[config.mk]
export PLATFORM = sky130hd
export DESIGN_NAME = cs_access_unit
export DESIGN_NICKNAME = d
export VERILOG_FILES = /design/src/rtl/cs_access_unit.sv
export SDC_FILE = /design/constraint.sdc
export NUM_CORES = 1
export LEC_CHECK = 0
export CAP_MARGIN = 20
export CORE_ASPECT_RATIO = 0.8
export CORE_MARGIN = 2
export CORE_UTILIZATION = 44
export CTS_CLUSTER_DIAMETER = 80
export CTS_CLUSTER_SIZE = 10
export DETAILED_ROUTE_END_ITERATION = 8
export GPL_TIMING_DRIVEN = 0
export PLACE_DENSITY = 0.93
export RECOVER_POWER = 50
export SETUP_SLACK_MARGIN = 0.02
export SLEW_MARGIN = 20
export SYNTH_ARGS = -nofsm -noshare
export SYNTH_HDL_FRONTEND = slang
export SYNTH_SLANG_ARGS = --single-unit
[constraint.sdc]
create_clock -name clk_i -period 2.3 [get_ports clk_i]
set_input_delay 0.23 -clock clk_i [delete_from_list [all_inputs] [get_ports clk_i]]
set_output_delay 0.23 -clock clk_i [all_outputs]
set_load 0.02 [all_outputs]
[src/rtl/cs_access_unit.sv]
// cs_access_unit: runs one Zicsr instruction against cs_registers (IDLE -> RD -> WB -> RSP).
// Optional build macro CS_ACCESS_RW_X0_NOREAD_EN: CSRRW/CSRRWI with rd=x0 skip the CSR read.
module cs_access_unit #(
    parameter int C_XLEN = 32
) (
    input  logic              clk_i,
    input  logic              resetb_i,
    input  logic              clk_en_i,
    input  logic              req_i,
    output logic              req_ready_o,
    input  logic [2:0]        req_funct3_i,
    input  logic [11:0]       req_addr_i,
    input  logic [4:0]        req_rs1_idx_i,
    input  logic [4:0]        req_rd_idx_i,
    input  logic [C_XLEN-1:0] req_rs1_data_i,
    output logic              csr_rd_o,
    output logic [11:0]       csr_rd_addr_o,
    input  logic [C_XLEN-1:0] csr_rd_data_i,
    input  logic              csr_illegal_rd_i,
    input  logic              csr_illegal_wr_i,
    output logic              csr_wr_o,
    output logic [11:0]       csr_wr_addr_o,
    output logic [C_XLEN-1:0] csr_wr_data_o,
    output logic              rsp_valid_o,
    input  logic              rsp_ready_i,
    output logic [C_XLEN-1:0] rsp_data_o,
    output logic              rsp_illegal_o
);

    typedef enum logic [1:0] {
        IDLE = 2'd0,
        RD   = 2'd1,
        WB   = 2'd2,
        RSP  = 2'd3
    } state_t;

    state_t state;
    state_t state_nxt;

    logic [2:0]        funct3_q;
    logic [11:0]       addr_q;
    logic [4:0]        rs1_idx_q;
    logic [4:0]        rd_idx_q;
    logic [C_XLEN-1:0] rs1_data_q;
    logic [C_XLEN-1:0] rsp_data_q;
    logic              rsp_illegal_q;

    logic              is_rw;
    logic              read_en;
    logic              write_intent;
    logic              illegal;
    logic              write_ok;
    logic [C_XLEN-1:0] src_operand;
    logic [C_XLEN-1:0] new_value;

    function automatic logic [C_XLEN-1:0] source_operand(
        input logic              imm,
        input logic [4:0]        zimm,
        input logic [C_XLEN-1:0] rs1
    );
        return imm ? {{(C_XLEN-5){1'b0}}, zimm} : rs1;
    endfunction

    function automatic logic [C_XLEN-1:0] rmw_value(
        input logic [1:0]        op,
        input logic [C_XLEN-1:0] old,
        input logic [C_XLEN-1:0] src
    );
        logic [C_XLEN-1:0] v;
        case (op)
            2'b01:   v = src;
            2'b10:   v = old | src;
            2'b11:   v = old & ~src;
            default: v = old;
        endcase
        return v;
    endfunction

    assign is_rw = (funct3_q[1:0] == 2'b01);

`ifdef CS_ACCESS_RW_X0_NOREAD_EN
    assign read_en = !(is_rw && (rd_idx_q == 5'd0));
`else
    logic unused_rd_idx;
    assign read_en       = 1'b1;
    assign unused_rd_idx = ^rd_idx_q;
`endif

    // Set/clear forms with rs1=x0 / zimm=0 are pure reads and must not trip write protection.
    assign write_intent = is_rw || (rs1_idx_q != 5'd0);
    assign illegal      = (funct3_q[1:0] == 2'b00)
                       || (read_en && csr_illegal_rd_i)
                       || (write_intent && csr_illegal_wr_i);
    assign write_ok     = write_intent && !illegal;
    assign src_operand  = source_operand(funct3_q[2], rs1_idx_q, rs1_data_q);
    assign new_value    = rmw_value(funct3_q[1:0], csr_rd_data_i, src_operand);

    // State register
    always_ff @(posedge clk_i or negedge resetb_i) begin
        if (!resetb_i) begin
            state <= IDLE;
        end else if (clk_en_i) begin
            state <= state_nxt;
        end
    end

    // Next state and strobes
    always_comb begin
        state_nxt     = state;
        req_ready_o   = 1'b0;
        csr_rd_o      = 1'b0;
        csr_wr_o      = 1'b0;
        csr_wr_data_o = '0;
        rsp_valid_o   = 1'b0;
        case (state)
            IDLE: begin
                req_ready_o = 1'b1;
                if (req_i) begin
                    state_nxt = RD;
                end
            end
            RD: begin
                csr_rd_o  = read_en;
                state_nxt = WB;
            end
            WB: begin
                csr_wr_o      = write_ok;
                csr_wr_data_o = new_value;
                state_nxt     = RSP;
            end
            RSP: begin
                rsp_valid_o = 1'b1;
                if (rsp_ready_i) begin
                    state_nxt = IDLE;
                end
            end
            default: state_nxt = IDLE;
        endcase
    end

    // Request capture
    always_ff @(posedge clk_i or negedge resetb_i) begin
        if (!resetb_i) begin
            funct3_q   <= '0;
            addr_q     <= '0;
            rs1_idx_q  <= '0;
            rd_idx_q   <= '0;
            rs1_data_q <= '0;
        end else if (clk_en_i && (state == IDLE) && req_i) begin
            funct3_q   <= req_funct3_i;
            addr_q     <= req_addr_i;
            rs1_idx_q  <= req_rs1_idx_i;
            rd_idx_q   <= req_rd_idx_i;
            rs1_data_q <= req_rs1_data_i;
        end
    end

    // Response capture at the end of WB
    always_ff @(posedge clk_i or negedge resetb_i) begin
        if (!resetb_i) begin
            rsp_data_q    <= '0;
            rsp_illegal_q <= 1'b0;
        end else if (clk_en_i && (state == WB)) begin
            rsp_data_q    <= (illegal || !read_en) ? '0 : csr_rd_data_i;
            rsp_illegal_q <= illegal;
        end
    end

    assign csr_rd_addr_o = addr_q;
    assign csr_wr_addr_o = addr_q;
    assign rsp_data_o    = rsp_data_q;
    assign rsp_illegal_o = rsp_illegal_q;

endmodule

==> impl_metrics.toml, run 1 <==
[placed_design]
post_dp_cell_area_sq_um = 6650
io_buffers = 183
gp_congestion = 0.867
pre_cts_slack_ps = -566
hpwl_mm = 11.1

[floorplanning]
fp.dieH_um = 95.6
row_count = 33
die_w_um = 119
start_util_pct = 45.1
io_pins = 189
core_sq_um = 10200
die-area_sq_um = 11300

[setup_path]
cp_slowest_stage_delay_ps = 480
rr_worst_depth = 5
critical_path.max_fanout = 10
cp.required_ps = 2070
cp.arrival_ps = 2000
r2r_start = "state[1]"
path_cells = "clkbuf_4 -> mux2_2 -> o211ai_1 -> clkdlybuf4s15_2"
crit_end = "csr_wr_data_o[2]"
rr_endpoint = "funct3_q[2]"
crit_type = "register to primary output"
crit_slowest_cell = "dfrtp_2"
endpoint_kind = "primary output"
reg2reg_slack_ps = 160
crit_path_start_kind = "register"
critPathLaunch = "funct3_q[2]"

[global_route]
grt_use_total_pct = 26.2
grt_pass1_vias = 4490
grt_max_degree = 49
grt_antenna_before_repair = 0
grt_overflow = 0
grt_pass1_wl_mm = 23.1

[worst_hold_path]
hold_class = "register to register"

[route]
firstDrtPassIters = 5
via_per_inst = 5.96
wl_per_cell_um = 20.5
vias = 4295
drt_iter0_drc = 225
drc = 0
ant_nets = 0
wl_mm = 14.8

[sta]
timing.final.ws_setup_ps = 68.7
final.setup_skew_ps = 5.24
rsz0062_at_grt = "true"
slew_headroom_pct = 33.1
hold_viol = 0
fin_crit_ps = 2230
worstMarginPinSlew_ps = 1000
clock.fmax_mhz = 448
finalSetupViolCount = 0
slew_viol_final = 0
period_share_pct = 97.0

[run_status]
status = "finished, final reports clean"

[layout]
syn_to_final_growth_pct = 50.5
regArea_sq_um = 2180
nFillCells = 786
multi_input_area_sq_um = 2200
final_nets = 678
n_antenna_cell = 0
layout-drive-gt1-share_pct = 31.0
stdcell_area_sq_um = 6950

[yosys]
synth_area_sq_um = 4620
synth_cell_type_count = 29
muxShareOfSynthArea_pct = 14.6
ys_seq_area_share_pct = 47.1
synthAdderAreaFrac_pct = 1.35
synth.ff_latch_count = 87
yosys.area.top_type = "dfrtp_1"
synth_top_family_by_area = "compound AO/OA/AOI/OAI gates"
yosysWarnings = 0
yosys.area_share.simple_pct = 6.18
synth_nets = 482
synth_cells = 381
synth_xor_area_share_pct = 0
synth_area_leaders = "dfrtp_1, mux2_2, a32oi_1, a32o_2, a21boi_0"
synth_top_area_share_pct = 47.1
synth-compound-area-share_pct = 24.9
syn_area_per_cell_sq_um = 12.1

[clocking]
clk_pin_slew_ps = 60
cts_num_sinks = 87
cts_buffers = 9
worstSkewPairLatency_ps = 330
cts_tree = "built"
htreeDepth = 3
root_buffer = "clkbuf_16"
cts_buffer_depth = 2

[power]
p_leak_uw = 0.00310
peakVddDrop_v = 0.000825
p_per_area_nw_per_um2 = 1390

[job]
drv_cap = 0
metal layers:
layer  track usage, %  vias to the layer above  wire, um
li1                 -                     1889         -
met1             30.2                     2163      5790
met5                0                        -         0
met4             9.13                        0       340
met3             6.76                       28      1090
met2             47.6                      215      7600
worst max-delay path: cells and delay by family, from the launching register on:
kind | cells | cell delay, ps
compound gates | 1 | 260
mux | 1 | 370
flops | 1 | 480
buf+inv | 2 | 570
per-stage QoR:
stage / TNS (ps) / util, % / hold slack (ps) / total power [uW] / cells
floorplan: 0 / - / -65.6 / 5900 / 381
global placement: -189910 / 64.7 / 469 / 7990 / 704
global route: 0 / 67.9 / 503 / 10200 / 721
CTS: 0 / 68.7 / 437 / 9830 / 721
finish: 0 / 67.9 / 483 / 9650 / 721
detailed placement: -14180 / 65.0 / 245 / 8270 / 705
power by group:
group	switching (uW)	internal, uW	total, uW
combinational	2770	2530	5300
clock	554	971	1520
sequential	603	2230	2830
cell families after synthesis:
family,after synthesis
mux,60
buf+inv,54
flops,87
simple gates,48
fa+ha+maj,5
compound gates,127
state kept, by name, indices dropped and copies added, names as in the netlist:
register and flops:
rsp_illegal_o 1, rs1_idx_q 5, csr_rd_addr_o 12, rsp_data_o 32, rs1_data_q 32, funct3_q 3, state 2
cells in the mapped netlist (all sizes together):
cell    number
nor2         2
nor2b        3
a32o        32
o31ai        1
nand3        6
nor3b        1
a32oi       54
dfrtp       87
o211ai      10
clkbuf      31
nand2b      27
o21bai       1
inv          4
buf         17
or4          1
o21ai        1
mux2        58
mux2i        2
clkinv       2
a21boi      27
nor3         1
nor4b        1
o221ai       1
ha           5
nand2        6
area by class of cell:
class,count,share of cell area [%]
Buffer,47,4.23
Multi-Input combinational cell,240,31.6
Sequential cell,87,31.4
Clock inverter,4,1.01
Tap cell,140,2.52
Inverter,6,0.360
Timing Repair Buffer,186,25.4
Clock buffer,11,3.49
how the worst min path moves through the flow:
stage	start	end	slack (ps)	cells past startpoint
global placement	rsp_data_o[6]	rsp_data_o[6]	470	1
CTS	resetb_i	csr_rd_addr_o[8]	440	2
finish	rsp_data_o[7]	rsp_data_o[7]	480	1
detailed placement	resetb_i	csr_rd_addr_o[8]	240	1
floorplan	resetb_i	csr_rd_addr_o[0]	-70	0
global route	rsp_data_o[12]	rsp_data_o[12]	500	1
placed cells by master (no fill, tap or decap), types with 2 or more instances in the layout:
cell             instances
mux2_2                  58
mux2i_1                  2
buf_6                    3
nand2b_1                27
nand2_1                  6
dfrtp_1                 85
o211ai_1                10
dfrtp_2                  2
a32o_2                  29
clkbuf_2                30
nand3_1                  6
clkdlybuf4s50_1        106
a21boi_1                 5
nor2b_1                  2
a32oi_1                 54
clkdlybuf4s15_2          9
clkdlybuf4s15_1          2
a21boi_0                22
buf_2                    5
buf_4                   17
clkbuf_16                9
inv_1                    3
dlygate4sd3_1           44
bufinv_16                2
clkbuf_4                 5
nor2_1                   2
dlygate4sd2_1            4
ha_1                     4
clkinv_2                 4
clkbuf_1                 9
a32o_1                   3
repair_timing:
item | in CTS | in global routing
setup buffers | 1 | 0
pin swaps | 1 | 0
endpoints found under the setup margin | 33 | 68
hold buffers | 1 | 0
resized for setup | 103 | 67
hold endpoints to repair | 39 | 0
Note: power is estimated with default switching activity, not from simulation.
==> run 2: changes to the inputs <==
- CORE_MARGIN: 2 -> default
==> run 2 against run 1 <==
Critical path type unchanged. Final cell count grew 0.14%. Via count grew 0.33%. Highest routed layer unchanged. Sequential share of layout area grew 0.057 points.
==> impl_metrics.toml, run 2 (same netlist as run 1, synthesis figures left out) <==
[run_status]
status = "finished, final reports clean"

[global_route]
grt_overflow = 0
grt_max_degree = 56
grt_pass1_vias = 4328
grt_use_total_pct = 27.6
grt_pass1_wl_mm = 22.6
grt_antenna_before_repair = 0

[route]
wl_per_cell_um = 20.2
drt_iter0_drc = 243
drc = 0
ant_nets = 0
vias = 4309
via_per_inst = 5.97
firstDrtPassIters = 5
wl_mm = 14.6

[sta]
rsz0062_at_grt = "true"
worstMarginPinSlew_ps = 833
fin_crit_ps = 2230
slew_headroom_pct = 44.5
timing.final.ws_setup_ps = 67.7
finalSetupViolCount = 0
period_share_pct = 97.1
slew_viol_final = 0
hold_viol = 0
final.setup_skew_ps = 4.74
clock.fmax_mhz = 448
timing.setup.tns_ps = 0

[layout]
stdcell_area_sq_um = 6940
multi_input_area_sq_um = 2200
syn_to_final_growth_pct = 50.2
layout_commonest_cell = "clkdlybuf4s50_1"
n_antenna_cell = 0
final_nets = 678
layout-drive-gt1-share_pct = 31.4
regArea_sq_um = 2180
final_cell_mix = "clkdlybuf4s50_1, dfrtp_1, mux2_2, a32oi_1, dlygate4sd3_1"
nFillCells = 789

[setup_path]
r2r_start = "state[1]"
crit_type = "register to primary output"
endpoint_kind = "primary output"
rr_worst_depth = 5
critical_path.max_fanout = 10
cp.required_ps = 2070
crit_end = "csr_wr_data_o[30]"
cp.arrival_ps = 2000
rr_endpoint = "csr_rd_addr_o[8]"
reg2reg_slack_ps = 180
crit_path_start_kind = "register"
critPathLaunch = "funct3_q[1]"

[job]
drv_cap = 0

[clocking]
cts_buffer_depth = 2
cts_buffers = 9
cts_num_sinks = 87
cts_tree = "built"
htreeDepth = 3
root_buffer = "clkbuf_16"
clk_pin_slew_ps = 60
worstSkewPairLatency_ps = 340

[floorplanning]
fp.dieH_um = 93.6
start_util_pct = 45.1
die-area_sq_um = 10900
core_sq_um = 10200
row_count = 33
die_w_um = 117
io_pins = 189

[worst_hold_path]
hold_class = "register to register"

[power]
p_leak_uw = 0.00311
combPwrFrac_pct = 54.4
internal_power_uw = 5730
p_per_area_nw_per_um2 = 1400
switching_power_uw = 3950
p_seq_share_pct = 29.3
swShare_pct = 40.8
peakVddDrop_v = 0.000850
pwr-share-clk_pct = 16.3

[placed_design]
io_buffers = 183
post_dp_cell_area_sq_um = 6650
hpwl_mm = 10.7
gp_congestion = 0.849
pre_cts_slack_ps = -565
run 2: worst max-delay path, stage by stage (launching register included):
cell             delay (ps)
dfrtp_1                 350
buf_4                   180
nor3b_4                 250
clkbuf_4                260
a32oi_1                  80
a21boi_1                240
clkdlybuf4s15_2         300
run 2: routing by layer:
metal | up-vias | GRT usage, % | routed length, um
met5 | - | 0 | 0
met4 | 0 | 11.9 | 345
met3 | 40 | 6.48 | 1050
met2 | 219 | 46.2 | 7120
met1 | 2157 | 34.1 | 6090
li1 | 1893 | - | -
run 2: area by class of cell:
cell class              instances  area share (%)
multi-input cells             240            31.7
flip-flops and latches         87            31.4
repair buffers                186            25.0
plain buffers                  47            4.29
clock buffers                  13            3.75
well taps                     140            2.52
clock inverters                 3           0.938
inverters                       6           0.361
run 2: timing repair:
item / CTS / global route
endpoints found under the hold margin: 32 / 0
hold buffers: 1 / 0
setup buffers: 1 / 0
gates resized for setup: 90 / 85
pin swaps: 1 / 0
setup endpoints to repair: 57 / 91
run 2: worst min-delay path by stage:
stage / end / depth (start not counted) / slack [ps] / start
5_1_grt: rsp_data_o[5] / 1 / 490 / rsp_data_o[5]
6_report: rsp_data_o[5] / 1 / 480 / rsp_data_o[5]
3_5_place_dp: rs1_data_q[13] / 1 / 210 / resetb_i
3_3_place_gp: rsp_data_o[9] / 1 / 470 / rsp_data_o[9]
4_1_cts: rs1_data_q[13] / 2 / 400 / resetb_i
2_1_floorplan: csr_rd_addr_o[0] / 0 / -70 / resetb_i
run 2: through the flow:
stage               total power, uW  cells  hold WS, ps  utilization [%]
finish                         9690    722          481             67.8
global route                  10200    722          491             67.8
CTS                            9840    722          397             68.7
detailed placement             8240    705          215             65.0
global placement               8000    704          470             64.7
floorplan                      5900    381        -65.6                -
run 2: power by group through the flow:
stage	Clock, uW	Combinational (uW)	Sequential, uW
6_report	1580	5270	2840
5_1_grt	1670	5610	2930
4_1_cts	1600	5400	2830
3_5_place_dp	0	5430	2810
3_3_place_gp	0	5250	2740
2_1_floorplan	0	2830	3060
